[src/rtl/mips_ctrl_pkg.sv]
// Shared types and constants for the multicycle MIPS control unit.
// Holds state encoding, opcode/funct values, ALUOp and ALU control codes.
package mips_ctrl_pkg;

    typedef enum logic [3:0] {
        S_FETCH  = 4'd0,
        S_DECODE = 4'd1,
        S_MEMADR = 4'd2,
        S_MEMRD  = 4'd3,
        S_MEMWB  = 4'd4,
        S_MEMWR  = 4'd5,
        S_EXEC   = 4'd6,
        S_ALUWB  = 4'd7,
        S_ADDIEX = 4'd8,
        S_ADDIWB = 4'd9,
        S_BRANCH = 4'd10,
        S_JUMP   = 4'd11,
        S_INTR   = 4'd12
    } state_t;

    localparam logic [5:0] OP_RTYPE = 6'b000000;
    localparam logic [5:0] OP_LW    = 6'b100011;
    localparam logic [5:0] OP_SW    = 6'b101011;
    localparam logic [5:0] OP_BEQ   = 6'b000100;
    localparam logic [5:0] OP_ADDI  = 6'b001000;
    localparam logic [5:0] OP_J     = 6'b000010;

    localparam logic [5:0] FN_ADD = 6'b100000;
    localparam logic [5:0] FN_SUB = 6'b100010;
    localparam logic [5:0] FN_AND = 6'b100100;
    localparam logic [5:0] FN_OR  = 6'b100101;

    typedef enum logic [1:0] {
        ALUOP_ADD   = 2'b00,
        ALUOP_SUB   = 2'b01,
        ALUOP_FUNCT = 2'b10
    } alu_op_t;

    localparam logic [1:0] ALU_ADD = 2'b00;
    localparam logic [1:0] ALU_SUB = 2'b01;
    localparam logic [1:0] ALU_AND = 2'b10;
    localparam logic [1:0] ALU_OR  = 2'b11;

    typedef struct packed {
        alu_op_t    alu_op;
        logic [1:0] alu_src_b;
        logic       alu_src_a;
        logic [1:0] pc_source;
        logic       pc_write;
        logic       is_branch;
        logic       lor_d;
        logic       mem_write;
        logic       ir_write;
        logic       reg_write;
        logic       reg_dst;
        logic       mem_to_reg;
        logic       is_interrupted;
    } ctrl_t;

endpackage

[src/rtl/alu_decoder.sv]
// Combinational ALU control decoder: (ALUOp, funct) -> aluControl.
// Ports: alu_op, funct in; alu_control, funct_legal (R-type funct known) out.
module alu_decoder (
    input  logic [1:0] alu_op,
    input  logic [5:0] funct,
    output logic [1:0] alu_control,
    output logic       funct_legal
);
    import mips_ctrl_pkg::*;

    logic [1:0] r_code;

    always_comb begin
        r_code      = ALU_ADD;
        funct_legal = 1'b1;
        case (funct)
            FN_ADD:  r_code = ALU_ADD;
            FN_SUB:  r_code = ALU_SUB;
            FN_AND:  r_code = ALU_AND;
            FN_OR:   r_code = ALU_OR;
            default: funct_legal = 1'b0;
        endcase
    end

    always_comb begin
        case (alu_op_t'(alu_op))
            ALUOP_ADD:   alu_control = ALU_ADD;
            ALUOP_SUB:   alu_control = ALU_SUB;
            ALUOP_FUNCT: alu_control = r_code;
            default:     alu_control = ALU_ADD;
        endcase
    end

endmodule

[src/rtl/multicycle_control_unit.sv]
// Moore control FSM for the multicycle MIPS core, with irq latching
// and sticky illegal-instruction flag.
// Ports: clk, reset (sync, high), op, funct, irq in; datapath strobes,
// mux selects, aluControl, illegal_op, dbg_state out.
module multicycle_control_unit #(
    parameter bit VECTOR_EN = 1'b1,
    parameter int STATE_W   = 4
) (
    input  logic               clk,
    input  logic               reset,
    input  logic [5:0]         op,
    input  logic [5:0]         funct,
    input  logic               irq,
    output logic [1:0]         aluControl,
    output logic [1:0]         aluSrcB,
    output logic               ALUSrcA,
    output logic [1:0]         PCSource,
    output logic               PCWrite,
    output logic               isBranch,
    output logic               lorD,
    output logic               MemWrite,
    output logic               IRWrite,
    output logic               RegWrite,
    output logic               RegDst,
    output logic               MemtoReg,
    output logic               isInterrupted,
    output logic               illegal_op,
    output logic [STATE_W-1:0] dbg_state
);
    import mips_ctrl_pkg::*;

    state_t state_q, state_d;
    state_t ret_state;
    logic   pending_q, pending_d;
    logic   illegal_q, illegal_d;
    logic   funct_legal;
    ctrl_t  ctrl, ctrl_o;

    // End of an instruction: vector fetch if an irq has been latched.
    assign ret_state = (VECTOR_EN && pending_q) ? S_INTR : S_FETCH;

    always_comb begin
        state_d   = S_FETCH;
        illegal_d = illegal_q;
        case (state_q)
            S_FETCH, S_INTR: state_d = S_DECODE;
            S_DECODE: begin
                if (op == OP_LW || op == OP_SW)
                    state_d = S_MEMADR;
                else if (op == OP_RTYPE && funct_legal)
                    state_d = S_EXEC;
                else if (op == OP_BEQ)
                    state_d = S_BRANCH;
                else if (op == OP_ADDI)
                    state_d = S_ADDIEX;
                else if (op == OP_J)
                    state_d = S_JUMP;
                else begin
                    state_d   = ret_state;
                    illegal_d = 1'b1;
                end
            end
            S_MEMADR:
                state_d = (op == OP_LW) ? S_MEMRD : S_MEMWR;
            S_MEMRD:  state_d = S_MEMWB;
            S_EXEC:   state_d = S_ALUWB;
            S_ADDIEX: state_d = S_ADDIWB;
            S_MEMWB, S_MEMWR, S_ALUWB,
            S_ADDIWB, S_BRANCH, S_JUMP:
                state_d = ret_state;
            default:  state_d = S_FETCH;
        endcase
    end

    // A new irq wins over the clear done by the INTR cycle.
    always_comb begin
        pending_d = 1'b0;
        if (VECTOR_EN)
            pending_d = irq | (pending_q & (state_q != S_INTR));
    end

    always_ff @(posedge clk) begin
        if (reset) begin
            state_q   <= S_FETCH;
            pending_q <= 1'b0;
            illegal_q <= 1'b0;
        end else begin
            state_q   <= state_d;
            pending_q <= pending_d;
            illegal_q <= illegal_d;
        end
    end

    always_comb begin
        ctrl        = '0;
        ctrl.alu_op = ALUOP_ADD;
        case (state_q)
            S_FETCH, S_INTR: begin
                ctrl.ir_write       = 1'b1;
                ctrl.alu_src_b      = 2'b01;
                ctrl.pc_write       = 1'b1;
                ctrl.is_interrupted = (state_q == S_INTR);
            end
            S_DECODE: ctrl.alu_src_b = 2'b11;
            S_MEMADR, S_ADDIEX: begin
                ctrl.alu_src_a = 1'b1;
                ctrl.alu_src_b = 2'b10;
            end
            S_MEMRD: ctrl.lor_d = 1'b1;
            S_MEMWB: begin
                ctrl.mem_to_reg = 1'b1;
                ctrl.reg_write  = 1'b1;
            end
            S_MEMWR: begin
                ctrl.lor_d     = 1'b1;
                ctrl.mem_write = 1'b1;
            end
            S_EXEC: begin
                ctrl.alu_src_a = 1'b1;
                ctrl.alu_op    = ALUOP_FUNCT;
            end
            S_ALUWB: begin
                ctrl.reg_dst   = 1'b1;
                ctrl.reg_write = 1'b1;
            end
            S_ADDIWB: ctrl.reg_write = 1'b1;
            S_BRANCH: begin
                ctrl.alu_src_a = 1'b1;
                ctrl.alu_op    = ALUOP_SUB;
                ctrl.pc_source = 2'b01;
                ctrl.is_branch = 1'b1;
            end
            S_JUMP: begin
                ctrl.pc_source = 2'b10;
                ctrl.pc_write  = 1'b1;
            end
            default: ctrl = '0;
        endcase
    end

    // Outputs are held low for the whole time reset is high,
    // including before the first clock edge.
    assign ctrl_o = reset ? '0 : ctrl;

    alu_decoder u_alu_decoder (
        .alu_op      (ctrl_o.alu_op),
        .funct       (funct),
        .alu_control (aluControl),
        .funct_legal (funct_legal)
    );

    assign aluSrcB       = ctrl_o.alu_src_b;
    assign ALUSrcA       = ctrl_o.alu_src_a;
    assign PCSource      = ctrl_o.pc_source;
    assign PCWrite       = ctrl_o.pc_write;
    assign isBranch      = ctrl_o.is_branch;
    assign lorD          = ctrl_o.lor_d;
    assign MemWrite      = ctrl_o.mem_write;
    assign IRWrite       = ctrl_o.ir_write;
    assign RegWrite      = ctrl_o.reg_write;
    assign RegDst        = ctrl_o.reg_dst;
    assign MemtoReg      = ctrl_o.mem_to_reg;
    assign isInterrupted = ctrl_o.is_interrupted;
    assign illegal_op    = illegal_q & ~reset;
    assign dbg_state     = reset ? '0 : STATE_W'(state_q);

endmodule

[config.mk]
export PLATFORM = sky130hd
export DESIGN_NAME = multicycle_control_unit
export DESIGN_NICKNAME = d
export VERILOG_FILES = /design/src/rtl/mips_ctrl_pkg.sv /design/src/rtl/alu_decoder.sv /design/src/rtl/multicycle_control_unit.sv
export SDC_FILE = /design/constraint.sdc
export NUM_CORES = 1
export LEC_CHECK = 0
export ABC_AREA = 1
export BUFFER_PORTS_ARGS = -buffer_cell sky130_fd_sc_hd__buf_4
export CORE_MARGIN = 4
export CORE_UTILIZATION = 37
export DETAILED_ROUTE_END_ITERATION = 8
export HOLD_SLACK_MARGIN = 0.08
export PLACE_DENSITY = 0.66
export SLEW_MARGIN = 20
export SYNTH_ARGS = -nofsm -noshare
export SYNTH_HDL_FRONTEND = slang
export SYNTH_SLANG_ARGS = --single-unit
export TNS_END_PERCENT = 20
[constraint.sdc]
create_clock -name clk -period 2.3 [get_ports clk]
set_clock_uncertainty 0.15 [all_clocks]
set_input_delay 0.575 -clock clk [delete_from_list [all_inputs] [get_ports clk]]
set_output_delay 0.575 -clock clk [all_outputs]
set_load 0.02 [all_outputs]
# Word-level counts from Yosys, hierarchy flattened
# Cells that the tools add are included.
# W data, S select, Z words.
# classes
n_addsub	0
n_mul	0
n_div	0
order_cmp	0
eq_ne	24
shift	0
n_mux	26
n_bitwise	9
reduce_logical	13
# op_table
op	n
$eq A6 B6 Y1 const B	6
$mux W4	7
$pmux W4 S7	1
$eq A4 B4 Y1 const B	5
$eq A4 B3 Y1 const B	4
$mux W16	1
$pmux W2 S2	3
$pmux W2 S3	2
$mux W1	11
$eq A4 B2 Y1 const B	2
$reduce_or A4 Y1	2
$eq A6 B2 Y1 const B	1
$eq A6 B3 Y1 const B	1
$eq A6 B4 Y1 const B	1
$logic_not A6 Y1	1
$not A1 Y1	6
$reduce_and A6 Y1	1
$reduce_or A2 Y1	3
$reduce_or A3 Y1	2
$reduce_or A6 Y1	1
$eq A4 B1 Y1 const B	1
$logic_not A4 Y1	1
$ne A4 B4 Y1 const B	1
$mux W3	1
other kinds (6)	7
# totals
regBits	6
latch_bits	0
ramBits	0
rom_bits	0
input_bits	15
output_inout_bits	21
elab_cells	75
mem_count	0

# Depth between registers and ports, before layout
# Gate-level depths: netlist (run 1).
# depth
depth_word	7
ltp_mapped	10
mapped_depth_nobuf	10

# By module
# Synthesis (run 1) repeated with hierarchy kept, for this count alone.
# hier_totals
cells_unflattened	144
area_unflattened_um2	759.5
# modules_own_cells
module	n_inst	cells_per_inst	area_each_um2	seq_area_each_um2
multicycle_control_unit	1	118	630.6	120.1
alu_decoder	1	26	128.9	0.0

# Least setup slack after synthesis (run 1)
# Ideal clock, no wire load.
# synth_timing
path_type	reg2out
from	register state_q[3]
to	output aluControl[1]
arrival_ps	2108
required_time_ps	1575
setup_slack_ps	-533
path_stages_with_launch	10
path_buffers	0
cell_sequence	dfxtp_1 inv_1 nor2_4 inv_1 nor2_1 inv_1 nor2_1 inv_1 ha_1 nor3b_1
# synth_between
elab_chain_len	5
word_cells_on_any_way	7
classes_between	eq/ne (4); mux (3)
# synth_lines
item	line	text
start: declaration	multicycle_control_unit.sv:32	state_t state_q, state_d;
start signal: assignment	multicycle_control_unit.sv:88	state_q <= state_d;
$eq A4 B4 Y1 or $eq A4 B3 Y1 (tied branches)	multicycle_control_unit.sv:97	case (state_q)
$pmux W2 S2 *	multicycle_control_unit.sv:97	
$mux W16 *	multicycle_control_unit.sv:143	assign ctrl_o = reset ? '0 : ctrl;
$eq A2 B2 Y1 or $eq A2 B1 Y1 (tied branches)	alu_decoder.sv:26	case (alu_op_t'(alu_op))
$pmux W2 S2 *	alu_decoder.sv:26	
end: declaration	multicycle_control_unit.sv:14	output logic [1:0] aluControl,
# Every way passes the cells marked *; elsewhere a longest branch is shown, timed or not.

# Worst setup path after layout (run 1)
# layout_timing
from	register state_q[0]
to	output aluControl[1]
# Same word-level chain as after synthesis.

==> results of run 1 <==
-- how the worst min path moves through the flow --
stage	startpoint	endpoint	slack (ns)	depth (start not counted)
2_1_floorplan	illegal_q$_SDFFE_PP0P_	illegal_q$_SDFFE_PP0P_	0.30	2
3_3_place_gp	illegal_q$_SDFFE_PP0P_	illegal_q$_SDFFE_PP0P_	0.32	2
3_5_place_dp	illegal_q$_SDFFE_PP0P_	illegal_q$_SDFFE_PP0P_	0.35	2
4_1_cts	illegal_q$_SDFFE_PP0P_	illegal_q$_SDFFE_PP0P_	0.36	2
5_1_grt	irq	pending_q$_SDFF_PP0_	0.40	3
6_report	illegal_q$_SDFFE_PP0P_	illegal_q$_SDFFE_PP0P_	0.36	2
-- per-layer routing --
metal	up-vias	routed length (um)	global-route usage
met5	-	0	0
met4	0	13	0.03830
met3	3	135	0.02817
met2	29	1112	0.3264
met1	436	985	0.2155
li1	546	-	-
-- synth_stat cells (all sizes together) --
| cell type | count |
|---|---|
| a21oi | 8 |
| nor2 | 44 |
| o21ai | 5 |
| nand2 | 31 |
| inv | 29 |
| dfxtp | 6 |
| nor3 | 1 |
| clkbuf | 2 |
| nand3 | 13 |
| o22ai | 1 |
| nor3b | 1 |
| a31oi | 1 |
| nand4 | 2 |
| buf | 1 |
| ha | 2 |
-- state kept, by name, indices dropped and copies added, names as in the netlist --
register	count
illegal_q	1
pending_q	1
state_q	4
-- what timing repair did --
item	CTS	global route
pin swaps	1	0
resized for setup	9	4
endpoints found under the setup margin	2	6
buffers inserted	1	1
-- cells by family (layout without fill, tap and decap cells) --
family / Yosys count / in the layout / share of synthesized area
flops: 6 / 6 / 0.1608
compound gates: 15 / 15 / 0.1089
fa+ha+maj: 2 / 2 / 0.03350
simple gates: 92 / 92 / 0.5310
buf+inv: 32 / 78 / 0.1658
-- critical path, delay by kind of cell (launching register included) --
| kind | cells | cell delay, ns |
|---|---|---|
| adders and majority gates | 1 | 0.25 |
| buffers and inverters | 4 | 0.31 |
| and+or+nand+nor | 4 | 0.45 |
| DFF | 1 | 0.34 |
-- through the flow --
| step | total power, mW | setup TNS, ns | setup WS (ns) | cell area (sq um) |
|---|---|---|---|---|
| 6_report | 0.4730 | -0.01313 | -0.01313 | 1199 |
| 5_1_grt | 0.5150 | -0.2634 | -0.1437 | 1199 |
| 4_1_cts | 0.4737 | -0.04404 | -0.04404 | 1186 |
| 3_5_place_dp | 0.3737 | 0 | 0.03708 | 1139 |
| 3_3_place_gp | 0.3703 | 0 | 0.06465 | 1139 |
| 2_1_floorplan | 0.2785 | 0 | 0.0003777 | 793.3 |
-- area by class of cell --
cell class | instances | area share
Multi-Input combinational cell | 109 | 0.4697
Clock buffer | 3 | 0.01879
Inverter | 29 | 0.09081
Timing Repair Buffer | 46 | 0.2912
Sequential cell | 6 | 0.1033
Tap cell | 25 | 0.02610
-- where the power goes --
group / leakage [nW] / switching [mW] / internal [mW]
sequential: 0.0505 / 0.0112 / 0.118
clock: 0.0138 / 0.0350 / 0.0588
combinational: 0.577 / 0.151 / 0.0988
==> reports/qor.yml, run 1 <==
final_nets: 212
wl_per_cell_um: 10.30
crit_path_start_kind: "flop"
start_util: 0.4103
synth_cell_type_count: 21
dp.cells: 213
avgViaCountPerCell: 4.651
syn_area_sq_um: 747.0
antenna_found_initial: 0
postCtsHoldBufs: 0
grt_pass1_vias: 924
slowest_stage: "dfxtp_2"
seq_area_frac_synth: 0.1608
grt_max_degree: 17
relSlewSlack: 0.8537
final_core_util: 0.6584
r2r_start: "state_q[1]$_SDFF_PP0_"
crit_path_frequent_cell: "inv_2"
drive_above_1_share: 0.3990
path_clk_slew_ns: 0.04
hold_viol: 0
clk_path_buf_depth: 2
reg2reg_setup_slack_ns: 0.84
ir_worst_vdd_mv: 0.3882
worstSetupEndpointType: "primary output"
synth_area_leader_cell: "nor2_1"
drc: 0
p_per_area_nw_per_um2: 394.6
fillers: 177
multi_input_area_sq_um: 563.0
syn_nets: 164
drv_slew: 0
place_congestion: 0.8875
rsz0062_at_grt: "yes"
final_cell_mix: "buf_4 (45), nor2_1 (34), nand2_1 (28)"
worstMarginPinSlew_ns: 0.2172
crit_fanout: 4
cts_root_buffer: "clkbuf_4"
cp.required_ns: 1.57
boundaryPins: 36
finalWirelength_mm: 2.246
synthCells: 147
cap_viol_max_count: 0
ys_ff_latch: 6
synthTopCellsByArea: "nor2_1 (20%), dfxtp_1 (16%), nand2_1 (15%)"
instances_no_fill: 218
port_buffers: 35
row_count: 15
endpoint: "aluControl[1]"
cts_buffers: 3
crit_start: "state_q[0]$_SDFF_PP0_"
max_freq_mhz: 432.3
hp-class: "reg2reg"
period_share: 1.006
final_common_cell: "buf_4"
yosysTopAreaCellShare: 0.2010
die_x_um: 52.93
cts.sinks: 6
regArea_sq_um: 123.9
setup_violations: 1
crit_path_cell_trace: "inv_2, nand2_1, nor2_2, inv_2, nor2_4, inv_2, ha_4, nor3b_4, buf_6"
cts_tree: "done"
clock_latency_ns: 0.24
cpPeakStageDelay_ns: 0.34
syn2layout_area_growth_pct: 60.47
antenna_cells: 0
grt-ovfl-total: 0
arrival_ns: 1.59
htreeDepth: 1
num_vias: 1014
r2r_cells: 8
holdWs_ns: 0.3568
status: "complete, but fails checks"
ant_nets: 0
worstSetupPathType: "reg2out"
drt-initial-drc-count: 25
drt_pass1_iterations: 5
grt_usage: 0.1784
cellLeakagePower_nw: 0.6418
dpl.hpwl_mm: 1.905
failed_checks: "negative setup slack"
r2r-end: "state_q[0]$_SDFF_PP0_"
die-area_sq_um: 2802
grt_pass1_wl_mm: 3.795
syn_area_per_cell_sq_um: 5.081
fp.coreArea_sq_um: 1821
fin_crit_ns: 2.313
finalWorstSetupSlack_ns: -0.01313
yosys_warnings: 0
die_h_um: 52.93
No activity file was read; power rests on OpenSTA's default activity.
==> run 2: changes to the inputs <==
Settings changed: ABC_AREA 1 to not set, GPL_TIMING_DRIVEN set to 1, PLACE_DENSITY 0.66 to not set, SKIP_CTS_REPAIR_TIMING set to 1.
==> run 2 against run 1 <==
Compared with the run above:
- the run still ends with negative setup slack left
- synthesized cell count shrank 17%
- final cell count is 14% lower
- sequential power shrank 5%
- wire length rose by 7.0%
- sequential cell count did not move
- hold slack lost 0.038 ns
- clock-buffer cell count stayed put
- highest routed layer is now met3
==> reports/qor.yml, run 2 <==
fin_crit_ns: 2.402  # +0.08860 ns
period_share: 1.044  # +0.03852
setup_violations: 2  # +1
synth_top_family_by_area: "simple AND/OR/NAND/NOR gates"
die_h_um: 55.28  # +4.4%
cpPeakStageDelay_ns: 0.40  # +0.06 ns
synth.mux.area_fraction: 0.01210  # +0.01210
htreeDepth: 1  # unchanged
synth-adder-area-share: 0.03026  # -0.003244
instances_no_fill: 188  # -14%
syn_area_sq_um: 827.0  # +11%
fillers: 191  # +7.9%
dp_slack_ns: -0.1122  # -0.1493 ns
synthTopCellsByArea: "dfxtp_1 (15%), nor3_1 (7.9%), nor2_1 (7.3%)"
status: "complete, but fails checks"
syn2layout_area_growth_pct: 52.95
worstMarginPinSlew_ns: 0.4407  # +0.2235 ns
drt_pass1_iterations: 4  # -1
crit_path_cell_trace: "buf_4, or3_4, inv_4, ha_4, nor3_4, buf_6"
crit_path_start_kind: "input pin"
ant_nets: 0  # unchanged
num_vias: 1006  # -0.79%
fp.coreArea_sq_um: 2042  # +12%
wl_per_cell_um: 12.79  # +24%
p_per_area_nw_per_um2: 363.4  # -7.9%
clk_path_buf_depth: 2  # unchanged
synth_area_leader_cell: "dfxtp_1"
row_count: 16  # +1
grt-ovfl-total: 0  # unchanged
drt-initial-drc-count: 22  # -12%
cap_viol_max_count: 0  # unchanged
drive_above_1_share: 0.4224  # +0.02340
min-delay-start: "illegal_q$_SDFFE_PP0P_"
async_reset_ff_frac: 0  # unchanged
final_common_cell: "buf_4"
die-area_sq_um: 3056  # +9.1%
path_clk_slew_ns: 0.04  # about the same
r2r_start: "state_q[1]$_SDFF_PP0_"
antenna_cells: 0  # unchanged
final_nets: 180  # -15%
finalWirelength_mm: 2.404  # +7.0%
rsz0062_at_grt: "yes"
dp.cells: 185  # -13%
top_register: "state_q"
failed_checks: "negative setup slack"
drc: 0  # unchanged
holdWs_ns: 0.3186  # -0.03818 ns
synth_top_flop_cell: "dfxtp_1"
path_delay_family: "simple AND/OR/NAND/NOR gates"
final_cell_mix: "buf_4 (45), nor2_1 (15), nor3_1 (11)"
grt_pass1_wl_mm: 4.174  # +10%
start_util: 0.4050  # -0.005285
hold_viol: 0  # unchanged
arrival_ns: 1.68  # +0.09 ns
grt_max_degree: 18  # +1
cts.sinks: 6  # unchanged
synthCells: 122  # -17%
die_x_um: 55.28  # +4.4%
seq_area_frac_synth: 0.1452  # -0.01557
max_freq_mhz: 416.4  # -3.7%
largest_reg_flops: 4  # unchanged
yosys.area_share.simple: 0.4372  # -0.09377
synth.most_common_cell: "nor2_1"
avgViaCountPerCell: 5.351  # +15%
antenna_found_initial: 0  # unchanged
synth_common_cells: "nor2_1 (16), nor3_1 (13), a21oi_1 (9)"
cellLeakagePower_nw: 0.5595  # -13%
place_congestion: 0.8651  # -2.5%
dpl.hpwl_mm: 1.891  # -0.73%
finalWorstSetupSlack_ns: -0.1017  # -0.08860 ns
slowest_stage: "or3_4"
yosysTopAreaCellShare: 0.1452  # -0.05577
boundaryPins: 36  # unchanged
ir_worst_vdd_mv: 0.3671  # -5.4%
synth_cell_type_count: 40  # +90%
synthXorXnorAreaFrac: 0.03177  # +0.03177
worstSetupEndpointType: "primary output"
cts_tree: "done"
port_buffers: 35  # unchanged
syn_area_per_cell_sq_um: 6.779  # +33%
worstSetupPathType: "in2out"
hp-class: "reg2reg"
clock_latency_ns: 0.24  # about the same
drv_slew: 0  # unchanged
synth_edf_count: 0  # unchanged
reg.largest.list: "state_q x4, illegal_q x1, pending_q x1"
critPathBufInv: 3  # -1
synth_compound_area_frac: 0.2587  # +0.1498
crit_fanout: 4  # unchanged
cts_buffers: 3  # unchanged
grt_usage: 0.1594  # -0.01900
yosys_warnings: 0  # unchanged
cts_root_buffer: "clkbuf_4"
crit_start: "reset"
syn_nets: 139  # -15%
ys_ff_latch: 6  # unchanged
relSlewSlack: 0.7056  # -0.1481
cp.required_ns: 1.57  # about the same
grt_pass1_vias: 970  # +5.0%
-- run 2: cells by family (layout without fill, tap and decap cells) --
group                      after synthesis  after routing
AOI/OAI and AO/OA                       29             29
xor gates and xnor gates                 3              3
adders and majority gates                2              2
buffers and inverters                   15             54
DFF                                      6              6
muxes                                    1              1
and+or+nand+nor                         66             66
-- run 2: metrics by stage --
stage,setup TNS [ns],power [mW],cell area (sq um),util
2_1_floorplan,-0.1284,0.2670,875.8,-
3_3_place_gp,-0.1513,0.3547,1202,0.5888
3_5_place_dp,-0.1890,0.3581,1202,0.5888
4_1_cts,-0.3124,0.4541,1225,0.5999
5_1_grt,-0.4159,0.4958,1265,0.6195
6_report,-0.1834,0.4597,1265,0.6195
-- run 2: power breakdown --
part / internal, mW / switching (mW) / leakage, nW
sequential: 0.115 / 0.00788 / 0.0504
clock: 0.0587 / 0.0337 / 0.0138
combinational: 0.112 / 0.132 / 0.495
-- run 2: layer usage --
layer,vias to the layer above,global-route usage,part of all wire
met1,461,0.2008,0.47
met4,0,0.02083,0
met5,-,0,0
met2,31,0.2770,0.48
met3,0,0.04196,0.052
li1,514,-,-
-- run 2: area by class of cell --
class / count / area [sq um] / area share
repair buffers: 46 / 349.1 / 0.2760
well taps: 27 / 33.78 / 0.02671
clock buffers: 3 / 22.52 / 0.01780
multi-input cells: 101 / 713.2 / 0.5638
inverters: 5 / 23.77 / 0.01879
flip-flops and latches: 6 / 122.6 / 0.09693
-- run 2: path summary, 6_finish.rpt --
kind / end / slack, ns / cells past startpoint
max reg2reg: state_q[3]$_SDFF_PP0_ / 0.51 / 5
max: aluControl[1] / -0.10 / 6
min reg2reg: illegal_q$_SDFFE_PP0P_ / 0.32 / 2
min: illegal_q$_SDFFE_PP0P_ / 0.32 / 2
-- run 2: worst min-delay path, stage by stage, from the launching register on --
cell	delay, ns
dfxtp_1	0.32
a31oi_1	0.04
nor2_1	0.07
